File: src/rtl/adam_axil_pkg.sv
// Shared AXI-Lite definitions for the adam fabric: response codes and the response type.
package adam_axil_pkg;

    typedef logic [1:0] resp_t;

    localparam resp_t RESP_OKAY   = 2'b00;
    localparam resp_t RESP_SLVERR = 2'b10;

endpackage

File: src/rtl/adam_axil_if.sv
// AXI-Lite channel bundle used between the fabric memory masters and their slaves.
interface AXI_LITE #(
    parameter int unsigned ADDR_WIDTH = 32,
    parameter int unsigned DATA_WIDTH = 32
);
    import adam_axil_pkg::*;

    logic [ADDR_WIDTH-1:0]   aw_addr;
    logic                    aw_valid;
    logic                    aw_ready;
    logic [DATA_WIDTH-1:0]   w_data;
    logic [DATA_WIDTH/8-1:0] w_strb;
    logic                    w_valid;
    logic                    w_ready;
    resp_t                   b_resp;
    logic                    b_valid;
    logic                    b_ready;
    logic [ADDR_WIDTH-1:0]   ar_addr;
    logic                    ar_valid;
    logic                    ar_ready;
    logic [DATA_WIDTH-1:0]   r_data;
    resp_t                   r_resp;
    logic                    r_valid;
    logic                    r_ready;

    modport Slave (
        input  aw_addr, aw_valid, w_data, w_strb, w_valid, b_ready,
        input  ar_addr, ar_valid, r_ready,
        output aw_ready, w_ready, b_resp, b_valid, ar_ready, r_data, r_resp, r_valid
    );

    modport Master (
        output aw_addr, aw_valid, w_data, w_strb, w_valid, b_ready,
        output ar_addr, ar_valid, r_ready,
        input  aw_ready, w_ready, b_resp, b_valid, ar_ready, r_data, r_resp, r_valid
    );

endinterface

File: src/rtl/adam_axil_sram_bridge.sv
// AXI-Lite slave to single-port synchronous SRAM bridge, one transaction in flight,
// with pause support so the fabric can quiesce the memory.
module adam_axil_sram_bridge
    import adam_axil_pkg::*;
#(
    parameter int unsigned ADDR_WIDTH     = 32,
    parameter int unsigned DATA_WIDTH     = 32,
    parameter int unsigned SIZE           = 4096,
    parameter int unsigned MEM_ADDR_WIDTH = $clog2(SIZE / (DATA_WIDTH / 8))
) (
    input  logic                      clk,
    input  logic                      rst,
    input  logic                      pause_req,
    output logic                      pause_ack,
    AXI_LITE.Slave                    axil,
    output logic                      mem_req,
    output logic                      mem_we,
    output logic [MEM_ADDR_WIDTH-1:0] mem_addr,
    output logic [DATA_WIDTH/8-1:0]   mem_be,
    output logic [DATA_WIDTH-1:0]     mem_wdata,
    input  logic [DATA_WIDTH-1:0]     mem_rdata
);

    localparam int unsigned          STRB_WIDTH = DATA_WIDTH / 8;
    localparam int unsigned          OFFSET     = $clog2(STRB_WIDTH);
    localparam logic [ADDR_WIDTH:0]  SIZE_EXT   = (ADDR_WIDTH + 1)'(SIZE);

    localparam logic [2:0] ST_PAUSED = 3'd0;
    localparam logic [2:0] ST_IDLE   = 3'd1;
    localparam logic [2:0] ST_MEM_WR = 3'd2;
    localparam logic [2:0] ST_MEM_RD = 3'd3;
    localparam logic [2:0] ST_RD_CAP = 3'd4;
    localparam logic [2:0] ST_B_RESP = 3'd5;
    localparam logic [2:0] ST_R_RESP = 3'd6;

    logic [2:0]            state;
    logic                  rr_write;
    logic                  in_range_q;
    resp_t                 b_resp_q;
    resp_t                 r_resp_q;
    logic [DATA_WIDTH-1:0] r_data_q;

    logic wr_elig;
    logic rd_elig;
    logic wr_grant;
    logic rd_grant;
    logic wr_in_range;
    logic rd_in_range;

    // Writes need AW and W together; on a conflict the round-robin flag decides.
    assign wr_elig  = (state == ST_IDLE) && !pause_req && axil.aw_valid && axil.w_valid;
    assign rd_elig  = (state == ST_IDLE) && !pause_req && axil.ar_valid;
    assign wr_grant = wr_elig && (!rd_elig || rr_write);
    assign rd_grant = rd_elig && !wr_grant;

    assign wr_in_range = {1'b0, axil.aw_addr} < SIZE_EXT;
    assign rd_in_range = {1'b0, axil.ar_addr} < SIZE_EXT;

    assign axil.aw_ready = wr_grant;
    assign axil.w_ready  = wr_grant;
    assign axil.ar_ready = rd_grant;
    assign axil.b_valid  = (state == ST_B_RESP);
    assign axil.r_valid  = (state == ST_R_RESP);
    assign axil.b_resp   = b_resp_q;
    assign axil.r_resp   = r_resp_q;
    assign axil.r_data   = r_data_q;

    assign pause_ack = (state == ST_PAUSED);
    assign mem_req   = ((state == ST_MEM_WR) || (state == ST_MEM_RD)) && in_range_q;
    assign mem_we    = (state == ST_MEM_WR) && in_range_q;

    // Out-of-range accesses still walk through the access state, just without a strobe.
    always_ff @(posedge clk) begin
        if (rst) begin
            state      <= ST_PAUSED;
            rr_write   <= 1'b1;
            in_range_q <= 1'b0;
            mem_addr   <= '0;
            mem_be     <= '0;
            mem_wdata  <= '0;
            b_resp_q   <= RESP_OKAY;
            r_resp_q   <= RESP_OKAY;
            r_data_q   <= '0;
        end else begin
            case (state)
                ST_PAUSED: begin
                    if (!pause_req) state <= ST_IDLE;
                end
                ST_IDLE: begin
                    if (pause_req) begin
                        state <= ST_PAUSED;
                    end else if (wr_grant) begin
                        mem_addr   <= axil.aw_addr[OFFSET +: MEM_ADDR_WIDTH];
                        mem_be     <= axil.w_strb;
                        mem_wdata  <= axil.w_data;
                        in_range_q <= wr_in_range;
                        b_resp_q   <= wr_in_range ? RESP_OKAY : RESP_SLVERR;
                        state      <= ST_MEM_WR;
                    end else if (rd_grant) begin
                        mem_addr   <= axil.ar_addr[OFFSET +: MEM_ADDR_WIDTH];
                        mem_be     <= '1;
                        in_range_q <= rd_in_range;
                        r_resp_q   <= rd_in_range ? RESP_OKAY : RESP_SLVERR;
                        state      <= ST_MEM_RD;
                    end
                    if (wr_elig && rd_elig) rr_write <= !rr_write;
                end
                ST_MEM_WR: state <= ST_B_RESP;
                ST_MEM_RD: state <= ST_RD_CAP;
                ST_RD_CAP: begin
                    r_data_q <= in_range_q ? mem_rdata : '0;
                    state    <= ST_R_RESP;
                end
                ST_B_RESP: begin
                    if (axil.b_ready) state <= ST_IDLE;
                end
                ST_R_RESP: begin
                    if (axil.r_ready) state <= ST_IDLE;
                end
                default: state <= ST_PAUSED;
            endcase
        end
    end

endmodule
File: src/flat_wrapper.sv
// flat-port wrapper written by rule: the top's interface ports become plain ports
module adam_axil_sram_bridge_flat import adam_axil_pkg::*;
#(
    parameter int unsigned ADDR_WIDTH     = 32,
    parameter int unsigned DATA_WIDTH     = 32,
    parameter int unsigned SIZE           = 4096,
    parameter int unsigned MEM_ADDR_WIDTH = $clog2(SIZE / (DATA_WIDTH / 8))
)
  (clk, rst, pause_req, pause_ack, mem_req, mem_we, mem_addr, mem_be, mem_wdata, mem_rdata, axil_aw_addr, axil_aw_valid, axil_w_data, axil_w_strb, axil_w_valid, axil_b_ready, axil_ar_addr, axil_ar_valid, axil_r_ready, axil_aw_ready, axil_w_ready, axil_b_resp, axil_b_valid, axil_ar_ready, axil_r_data, axil_r_resp, axil_r_valid);
  AXI_LITE #(.ADDR_WIDTH(ADDR_WIDTH), .DATA_WIDTH(DATA_WIDTH)) axil_i ();
  input  logic clk;
  input  logic rst;
  input  logic pause_req;
  output logic pause_ack;
  output logic mem_req;
  output logic mem_we;
  output logic [MEM_ADDR_WIDTH-1:0] mem_addr;
  output logic [DATA_WIDTH/8-1:0] mem_be;
  output logic [DATA_WIDTH-1:0] mem_wdata;
  input  logic [DATA_WIDTH-1:0] mem_rdata;
  input wire logic [$bits(axil_i.aw_addr)-1:0] axil_aw_addr;
  input wire logic [$bits(axil_i.aw_valid)-1:0] axil_aw_valid;
  input wire logic [$bits(axil_i.w_data)-1:0] axil_w_data;
  input wire logic [$bits(axil_i.w_strb)-1:0] axil_w_strb;
  input wire logic [$bits(axil_i.w_valid)-1:0] axil_w_valid;
  input wire logic [$bits(axil_i.b_ready)-1:0] axil_b_ready;
  input wire logic [$bits(axil_i.ar_addr)-1:0] axil_ar_addr;
  input wire logic [$bits(axil_i.ar_valid)-1:0] axil_ar_valid;
  input wire logic [$bits(axil_i.r_ready)-1:0] axil_r_ready;
  output wire logic [$bits(axil_i.aw_ready)-1:0] axil_aw_ready;
  output wire logic [$bits(axil_i.w_ready)-1:0] axil_w_ready;
  output wire logic [$bits(axil_i.b_resp)-1:0] axil_b_resp;
  output wire logic [$bits(axil_i.b_valid)-1:0] axil_b_valid;
  output wire logic [$bits(axil_i.ar_ready)-1:0] axil_ar_ready;
  output wire logic [$bits(axil_i.r_data)-1:0] axil_r_data;
  output wire logic [$bits(axil_i.r_resp)-1:0] axil_r_resp;
  output wire logic [$bits(axil_i.r_valid)-1:0] axil_r_valid;
  assign axil_i.aw_addr = axil_aw_addr;
  assign axil_i.aw_valid = axil_aw_valid;
  assign axil_i.w_data = axil_w_data;
  assign axil_i.w_strb = axil_w_strb;
  assign axil_i.w_valid = axil_w_valid;
  assign axil_i.b_ready = axil_b_ready;
  assign axil_i.ar_addr = axil_ar_addr;
  assign axil_i.ar_valid = axil_ar_valid;
  assign axil_i.r_ready = axil_r_ready;
  assign axil_aw_ready = axil_i.aw_ready;
  assign axil_w_ready = axil_i.w_ready;
  assign axil_b_resp = axil_i.b_resp;
  assign axil_b_valid = axil_i.b_valid;
  assign axil_ar_ready = axil_i.ar_ready;
  assign axil_r_data = axil_i.r_data;
  assign axil_r_resp = axil_i.r_resp;
  assign axil_r_valid = axil_i.r_valid;
  adam_axil_sram_bridge #(.ADDR_WIDTH(ADDR_WIDTH), .DATA_WIDTH(DATA_WIDTH), .SIZE(SIZE), .MEM_ADDR_WIDTH(MEM_ADDR_WIDTH)) u_core (.clk(clk), .rst(rst), .pause_req(pause_req), .pause_ack(pause_ack), .axil(axil_i), .mem_req(mem_req), .mem_we(mem_we), .mem_addr(mem_addr), .mem_be(mem_be), .mem_wdata(mem_wdata), .mem_rdata(mem_rdata));
endmodule
File: config.mk
export PLATFORM = sky130hd
export DESIGN_NAME = adam_axil_sram_bridge_flat
export DESIGN_NICKNAME = d
export VERILOG_FILES = /design/src/rtl/adam_axil_pkg.sv /design/src/rtl/adam_axil_if.sv /design/src/rtl/adam_axil_sram_bridge.sv /design/src/flat_wrapper.sv
export SDC_FILE = /design/constraint.sdc
export NUM_CORES = 1
export LEC_CHECK = 0
export CORE_UTILIZATION = 28
export DETAILED_ROUTE_END_ITERATION = 12
export GPL_TIMING_DRIVEN = 0
export PLACE_DENSITY = 0.66
export SYNTH_ARGS = -nofsm -noshare
export SYNTH_HDL_FRONTEND = slang
export SYNTH_SLANG_ARGS = --single-unit
export TNS_END_PERCENT = 1
File: constraint.sdc
create_clock -name clk -period 2.27 [get_ports clk]
set_input_delay 0.454 -clock clk [delete_from_list [all_inputs] [get_ports clk]]
set_output_delay 0.454 -clock clk [all_outputs]
set_load 0.01 [all_outputs]
After elaboration in Yosys (flattened, before gate mapping):

Index checks and enable logic that the tools add are counted.

* register bits after elaboration: 87
* bits of input ports: 140
* output and inout port bits: 90
* logic and storage cells: 61

* order comparisons: 2
* equality and inequality tests: 10
* muxes and demuxes: 16
* bitwise operators: 2
* reductions and logical operators: 22

Operators by type and width (number)
* 32-bit by 13-bit less-than comparator with 1-bit output (second input constant): 2
* 32-bit two-way mux: 1
* 3-bit case mux with 7 select lines: 1
* 10-bit two-way mux: 2
* 3-bit two-way mux: 6
* 3-bit equality test (second input constant): 3
* 1-bit logical AND: 9
* 4-bit two-way mux: 2
* 4-bit AND reduction: 2
* 3-bit by 2-bit equality test with 1-bit output (second input constant): 2
* 2-bit inequality test (second input constant): 3
* 3-bit AND reduction: 2
* 1-bit logical NOT: 4
* 2-bit two-way mux: 2
* 4-bit by 3-bit inequality test with 1-bit output (second input constant): 1
* 3-bit by 1-bit equality test with 1-bit output (second input constant): 1
* 3-bit logical NOT: 1
* 1-bit logical OR: 2
* 1-bit two-way mux: 2
* 1-bit NOT: 2
* 2-bit AND reduction: 1
* 2-bit nonzero test: 1

Depth between registers and ports, before layout:

Gate-level depths: netlist of run 1.

* word-level depth: 12
* depth in mapped cells: 7
* depth with buffers taken out: 5

Least setup slack after synthesis of run 1:

No wires, ideal clock.

* path type: reg-to-output
* start: reg u_core.state[1]
* end: out axil_w_ready
* arrival: 1.406 ns
* data required time: 1.816 ns
* slack: 0.410 ns
* cell stages (with the launch flop): 7
* buffers on the path: 3
* path through: dfxtp_1 > buf_4 > nor4b_4 > nand3_2 > inv_2 > buf_2 > buf_4

* longest elaborated chain between the ends: 6
* elaborated cells on any way between the ends: 8
* classes of those cells: 1 x eq/ne; 7 x reduce/logical

Ends and longest elaborated chain
* start, declared: line adam_axil_sram_bridge.sv:36 `logic [2:0] state;`
* start signal, assigned: line adam_axil_sram_bridge.sv:75 `state <= ST_PAUSED;`
* start signal, assigned: line adam_axil_sram_bridge.sv:87 `if (!pause_req) state <= ST_IDLE;`
* start signal, assigned: line adam_axil_sram_bridge.sv:91 `state <= ST_PAUSED;`
* 3-bit by 1-bit equality test with 1-bit output *: line adam_axil_sram_bridge.sv:51, adam_axil_sram_bridge.sv:52
* 1-bit logical AND *: line adam_axil_sram_bridge.sv:51, adam_axil_sram_bridge.sv:52
* 1-bit logical AND: line adam_axil_sram_bridge.sv:52 `assign rd_elig = (state == ST_IDLE) && !pause_req && axil.ar_valid;`
* 1-bit logical NOT: line adam_axil_sram_bridge.sv:53 `assign wr_grant = wr_elig && (!rd_elig || rr_write);`
* 1-bit logical OR: line adam_axil_sram_bridge.sv:53
* 1-bit logical AND *: line adam_axil_sram_bridge.sv:53
* end, declared: line flat_wrapper.sv:31 `output wire logic [$bits(axil_i.w_ready)-1:0] axil_w_ready;`

Every way passes the cells marked *; elsewhere a longest branch is shown, timed or not.

Worst setup path after layout of run 1:

* start: reg u_core.state[0]
* end: out axil_b_valid

* longest elaborated chain between the ends: 1

Ends and longest elaborated chain
* 3-bit equality test: line adam_axil_sram_bridge.sv:62 `assign axil.b_valid = (state == ST_B_RESP);`
* end, declared: line flat_wrapper.sv:33 `output wire logic [$bits(axil_i.b_valid)-1:0] axil_b_valid;`

No other way between the ends.

==> results_dict.tcl, run 1 <==
set metrics [dict create \
    p_per_area_nw_per_um2 702 \
    grt_max_degree 15 \
    track_usage 0.183 \
    syn-instance-count 424 \
    die_h_um 113 \
    setup_viol 0 \
    dpl_cell_area_um2 5840 \
    seq_area_um2 1710 \
    max_freq_ghz 0.448 \
    setup_slack_ns 0.0378 \
    drc 0 \
    start_util 0.286 \
    dp_worst_setup_slack_ns -0.863 \
    ys_top_cells_by_area "dfxtp_1 (50%), nand2_1 (13%), a21oi_1 (9.8%)" \
    ir_worst_vdd_mv 0.310 \
    fp-row-count 40 \
    grt.overflow.total 0 \
    grt_setup_unrepaired "false" \
    maxCapViolations 0 \
    grt_pass1_vias 3802 \
    min_period_ns 2.23 \
    cp-start-kind "flip-flop" \
    routabilityCongestion 0.800 \
    slew_viol_final 0 \
    yosys_warnings 0 \
    synth_top_cell_area_share 0.497 \
    crit_required_ns 1.82 \
    fillers 1132 \
    die_w_um 113 \
    skew_ns 0.00537 \
    worst_slew_pin_slew_ns 0.617 \
    crit_chain "clkbuf_1 -> and2_1 -> clkdlybuf4s50_1" \
    status "finished, final reports clean" \
    drive_gt1_frac 0.0957 \
    final_area_um2 6230 \
    cp-end-kind "primary output" \
    synth_async_sr_flop_share 0 \
    hp-class "reg2reg" \
    path_class "reg2out" \
    htree_levels 3 \
    leakagePower_uw 0.00213 \
    synth.top_cells.by_count "nand2_1 (122), dfxtp_1 (85), a21oi_1 (67)" \
    vias_per_cell 4.75 \
    critPathArrivalTime_ns 1.78 \
    path_buf_inv 2 \
    clock_sinks 85 \
    synth_top_area_cell "dfxtp_1" \
    dp_hpwl_mm 9.24 \
    crit_slowest_cell "clkdlybuf4s50_1" \
    yosysSeqAreaShare 0.497 \
    ant_nets 0 \
    syn_avg_cell_area_um2 8.07 \
    relSlewSlack 0.588 \
    fp.dieArea_um2 12700 \
    ys_ff_latch 85 \
    synth_area_um2 3420 \
    slowest_delay_ns 0.56 \
    cts_hold_buf 0 \
    area_delta_synth_final_pct 81.9 \
    wire_per_inst_um 14.7 \
    dr.pass1.iters 4 \
    root_buffer "clkbuf_16" \
    port_buffers 223 \
    wl_mm 12.0 \
    core_area_um2 12000 \
    final_hold_viol_count 0 \
    clk_pin_slew_ns 0.06 \
    antenna_found_initial 0 \
    n_antenna_cell 0 \
    synth.distinct_cells 34 \
    nets 804 \
    synth.most_common_cell "nand2_1" \
    first_iter_violations 148 \
    via_count 3877 \
    multi_input_area_um2 1560 \
    period_share 0.983 \
    grt_pass1_wl_mm 18.4 \
    clock_latency_ns 0.33 \
    yosys_most_used_dff "dfxtp_1" \
    cts_tree "done" \
    synth-edff-count 0 \
    ios 230 \
    cp_top_family "buffers and inverters" \
    cts_buffers 9 \
    cts_buffer_depth 2 \
    cp_max_fo 10 \
]
power by group:
| part | internal [uW] | total [uW] | leakage (uW) | switching (uW) |
|---|---|---|---|---|
| Combinational | 634 | 1250 | 0.00131 | 614 |
| Sequential | 1590 | 1650 | 0.000687 | 57.5 |
| Clock | 883 | 1470 | 0.000134 | 590 |
| Total | 3110 | 4370 | 0.00213 | 1260 |
worst reg2reg max path, delay by kind of cell, from the launching register on:
kind,cells,cell delay [ns]
buf+inv,5,0.89
simple gates,3,0.60
flops,1,0.31
compound gates,1,0.06
metrics by stage:
| step | utilization | hold slack (ns) | instances | setup TNS (ns) | total power, uW |
|---|---|---|---|---|---|
| global route | 0.521 | 0.465 | 816 | 0 | 4580 |
| detailed placement | 0.488 | 0.443 | 795 | -8.97 | 2890 |
| floorplan | - | 0.455 | 425 | 0 | 2290 |
| global placement | 0.488 | 0.440 | 795 | -7.90 | 2870 |
| CTS | 0.519 | 0.452 | 816 | 0 | 4410 |
| finish | 0.521 | 0.449 | 816 | 0 | 4370 |
cells in the final DEF (no fill, tap or decap), drive strengths merged:
cell	n
nor4	10
o22ai	4
a311oi	12
and3b	1
conb	2
xor2	1
or4b	1
a21oi	67
nor2b	2
buf	21
clkdlybuf4s15	1
nor3b	2
and3	1
o21ba	1
nor2	19
clkdlybuf4s50	218
clkinvlp	4
o41a	1
nand2	122
and2	3
a211oi	1
nor3	5
nand3	37
inv	1
bufinv	1
a31oi	2
dfxtp	85
dlygate4sd2	3
nor4b	1
clkbuf	34
o21ai	2
nand2b	4
registers in the layout, indices dropped and copies added, names as in the netlist:
name	flops
u_core.axil.b_resp	1
u_core.mem_be	4
u_core.mem_wdata	32
u_core.rr_write	1
u_core.axil.r_data	32
u_core.state	3
u_core.axil.r_resp	1
u_core.mem_addr	10
u_core.in_range_q	1
layer usage:
metal  global-route usage  vias up  routed length (um)
met5                    0        -                   0
met4               0.0604        0                 187
met3               0.0589       13                1060
met2                0.330      148                5950
met1                0.203     1800                4810
li1                     -     1916                   -
repair_timing:
action,in CTS,in global routing
setup endpoints to repair,5,7
setup buffers,7,0
pin swaps,2,3
resized for setup,15,8
final cells by class:
class	instances	share of cell area
clock inverters	5	0.00965
repair buffers	230	0.366
multi-input cells	301	0.250
inverters	1	0.00181
plain buffers	36	0.0303
well taps	147	0.0295
flip-flops and latches	85	0.274
clock buffers	11	0.0390
kinds of logic after synthesis:
family                 Yosys count  share of synthesized area
AND/OR/NAND/NOR                208                      0.281
AO/OA/AOI/OAI                   90                      0.162
flip-flops                      85                      0.497
buffers and inverters           39                     0.0563
XOR/XNOR                         1                    0.00256
other                            1                    0.00110
worst paths after layout:
path / start / end / slack (ns) / cells past startpoint
worst min-delay path: u_core.axil.r_data[27] / u_core.axil.r_data[27] / 0.45 / 2
worst min register to register: u_core.axil.r_data[27] / u_core.axil.r_data[27] / 0.45 / 2
worst max register to register: u_core.state[2] / u_core.mem_wdata[20] / 0.27 / 9
worst max-delay path: u_core.state[0] / axil_b_valid / 0.04 / 3
Power figures use the tool's default switching activity.
==> run 2: changes to the inputs <==
--- a/config.mk
+++ b/config.mk
@@ -5,10 +5,9 @@
 export SDC_FILE = /design/constraint.sdc
 export NUM_CORES = 1
 export LEC_CHECK = 0
-export CORE_UTILIZATION = 28
+export CORE_UTILIZATION = 25
 export DETAILED_ROUTE_END_ITERATION = 12
 export GPL_TIMING_DRIVEN = 0
-export PLACE_DENSITY = 0.66
 export SYNTH_ARGS = -nofsm -noshare
 export SYNTH_HDL_FRONTEND = slang
 export SYNTH_SLANG_ARGS = --single-unit
==> constraint.sdc (replaced) <==
create_clock -name clk -period 2.3 [get_ports clk]
set_input_delay 0.46 -clock clk [delete_from_list [all_inputs] [get_ports clk]]
set_output_delay 0.46 -clock clk [all_outputs]
set_load 0.1 [all_outputs]
==> results_dict.tcl, run 2 (synthesized netlist as in run 1, its figures left out) <==
set metrics [dict create \
    status "finished, final reports clean" \
    crit_slowest_cell "clkdlybuf4s50_1" \
    path_class "reg2out" \
    seqPwrFrac 0.324 \
    fp.dieArea_um2 14200 \
    cts_buffer_depth 2 \
    critPathArrivalTime_ns 1.80 \
    grt_pass1_vias 3897 \
    cts_tree "done" \
    start_util 0.257 \
    intPower_uw 3090 \
    wl_mm 12.7 \
    grt_setup_unrepaired "true" \
    drc 0 \
    cp-end-kind "primary output" \
    combPwrFrac 0.372 \
    clkPwrFrac 0.304 \
    dp_hpwl_mm 9.62 \
    cts_buffers 9 \
    leakagePower_uw 0.00302 \
    nets 803 \
    cp_top_family "buffers and inverters" \
    max_freq_ghz 0.442 \
    p_sw_frac 0.382 \
    final_hold_viol_count 0 \
    hp-class "reg2reg" \
    min_from "u_core.axil.r_data[25]" \
    ir_worst_vdd_mv 0.436 \
    cp_max_fo 2 \
    multi_input_area_um2 1550 \
    track_usage 0.177 \
    port_buffers 223 \
    die_h_um 119 \
    die_w_um 119 \
    cts_hold_buf 0 \
    skew_ns 0.00607 \
    min_period_ns 2.26 \
    fp-row-count 42 \
    antenna_found_initial 0 \
    r2r-start "u_core.state[1]" \
    core_area_um2 13300 \
    clock_latency_ns 0.34 \
    maxCapViolations 0 \
    worst_slew_pin_slew_ns 1.01 \
    tns_ns 0 \
    ant_nets 0 \
    ios 230 \
    via_count 3864 \
    routabilityCongestion 0.786 \
    setup_viol 0 \
    p_per_area_nw_per_um2 792 \
    crit_chain "clkdlybuf4s50_1" \
    clk_pin_slew_ns 0.06 \
    dr.pass1.iters 4 \
    p_sw_uw 1910 \
    power_uw 4990 \
    relSlewSlack 0.331 \
    grt_max_degree 14 \
    min_to "u_core.axil.r_data[25]" \
    area_delta_synth_final_pct 84.1 \
    seq_area_um2 1700 \
    slew_viol_final 0 \
    ff2ff_path_depth 8 \
    cp-start-kind "flip-flop" \
    period_share 0.984 \
    hold_depth 2 \
    path_buf_inv 1 \
    root_buffer "clkbuf_16" \
    drive_gt1_frac 0.100 \
    grt_pass1_wl_mm 19.5 \
    wire_per_inst_um 15.0 \
    vias_per_cell 4.58 \
    clock_sinks 85 \
    htree_levels 3 \
    grt.overflow.total 0 \
    final_common_cell "clkdlybuf4s50_1" \
    n_antenna_cell 0 \
    layout_common_cells "clkdlybuf4s50_1 (138), nand2_1 (122), dfxtp_1 (85)" \
    fillers 1311 \
    timing.rr.end "u_core.mem_wdata[8]" \
    first_iter_violations 139 \
    slowest_delay_ns 1.14 \
    crit_required_ns 1.84 \
    ff2ff_setup_slack_ns 0.30 \
]
[run 2: worst register-to-register path, cell delays in order (launching register included)]
cell and delay [ns]:
dfxtp_1 0.33, buf_6 0.15, nor4b_4 0.06, nand3_2 0.13
buf_4 0.13, clkbuf_1 0.44, clkbuf_1 0.43, nand2_1 0.10
a21oi_1 0.16
[run 2: stage by stage]
step | hold slack, ns | cell area, um^2 | utilization | std cells | worst slack [ns]
6_report | 0.446 | 6300 | 0.474 | 844 | 0.0364
3_5_place_dp | 0.445 | 5890 | 0.443 | 824 | -1.50
2_1_floorplan | 0.455 | 3440 | - | 425 | -0.232
5_1_grt | 0.461 | 6300 | 0.474 | 844 | -0.0889
3_3_place_gp | 0.439 | 5890 | 0.443 | 824 | -1.46
4_1_cts | 0.454 | 6210 | 0.467 | 844 | 0.0000130
[run 2: worst max-delay path by stage]
| stage | start | end | slack [ns] | depth (start not counted) |
|---|---|---|---|---|
| after floorplan | u_core.in_range_q | mem_we | -0.23 | 4 |
| after global placement | pause_req | axil_w_ready | -1.46 | 7 |
| after detailed placement | pause_req | axil_w_ready | -1.50 | 7 |
| after CTS | u_core.axil.r_data[1] | axil_r_data[1] | 0.00001 | 1 |
| after global routing | axil_ar_valid | u_core.mem_wdata[15] | -0.09 | 8 |
| final | u_core.axil.r_data[6] | axil_r_data[6] | 0.04 | 1 |
[run 2: per-layer routing]
layer,vias up,track usage,share of wire
li1,1916,-,-
met1,1791,0.193,0.41
met2,146,0.315,0.50
met3,11,0.0714,0.081
met4,0,0.0475,0.011
met5,-,0,0
[run 2: timing repair]
action                     in CTS  in global routing
resized for setup              90                 43
hold endpoints to repair        0                  0
setup endpoints to repair      47                 65
setup buffers                   4                  0
pin swaps                       2                  0
[run 2: power groups by stage]
stage               sequential [uW]  combinational (uW)  clock, uW
finish                         1620                1860       1520
CTS                            1620                1870       1570
global placement               1650                1860          0
floorplan                      2130                 793          0
global route                   1630                1970       1620
detailed placement             1650                1870          0
[run 2: area by class of cell]
type	count	share of cell area
buffer	38	0.0330
clock buffer	13	0.0429
clock inverter	3	0.00675
inverter	1	0.000993
multi-input combinational	301	0.246
sequential	85	0.270
tap	176	0.0349
timing repair buffer	227	0.366
==> run 3: changes to the inputs <==
--- a/config.mk
+++ b/config.mk
@@ -8,6 +8,7 @@
 export CORE_UTILIZATION = 25
 export DETAILED_ROUTE_END_ITERATION = 12
 export GPL_TIMING_DRIVEN = 0
+export HOLD_SLACK_MARGIN = 0.15
 export SYNTH_ARGS = -nofsm -noshare
 export SYNTH_HDL_FRONTEND = slang
 export SYNTH_SLANG_ARGS = --single-unit
==> results of run 3 <==
No change in the layout: final DEF, timing and power equal those of run 2.
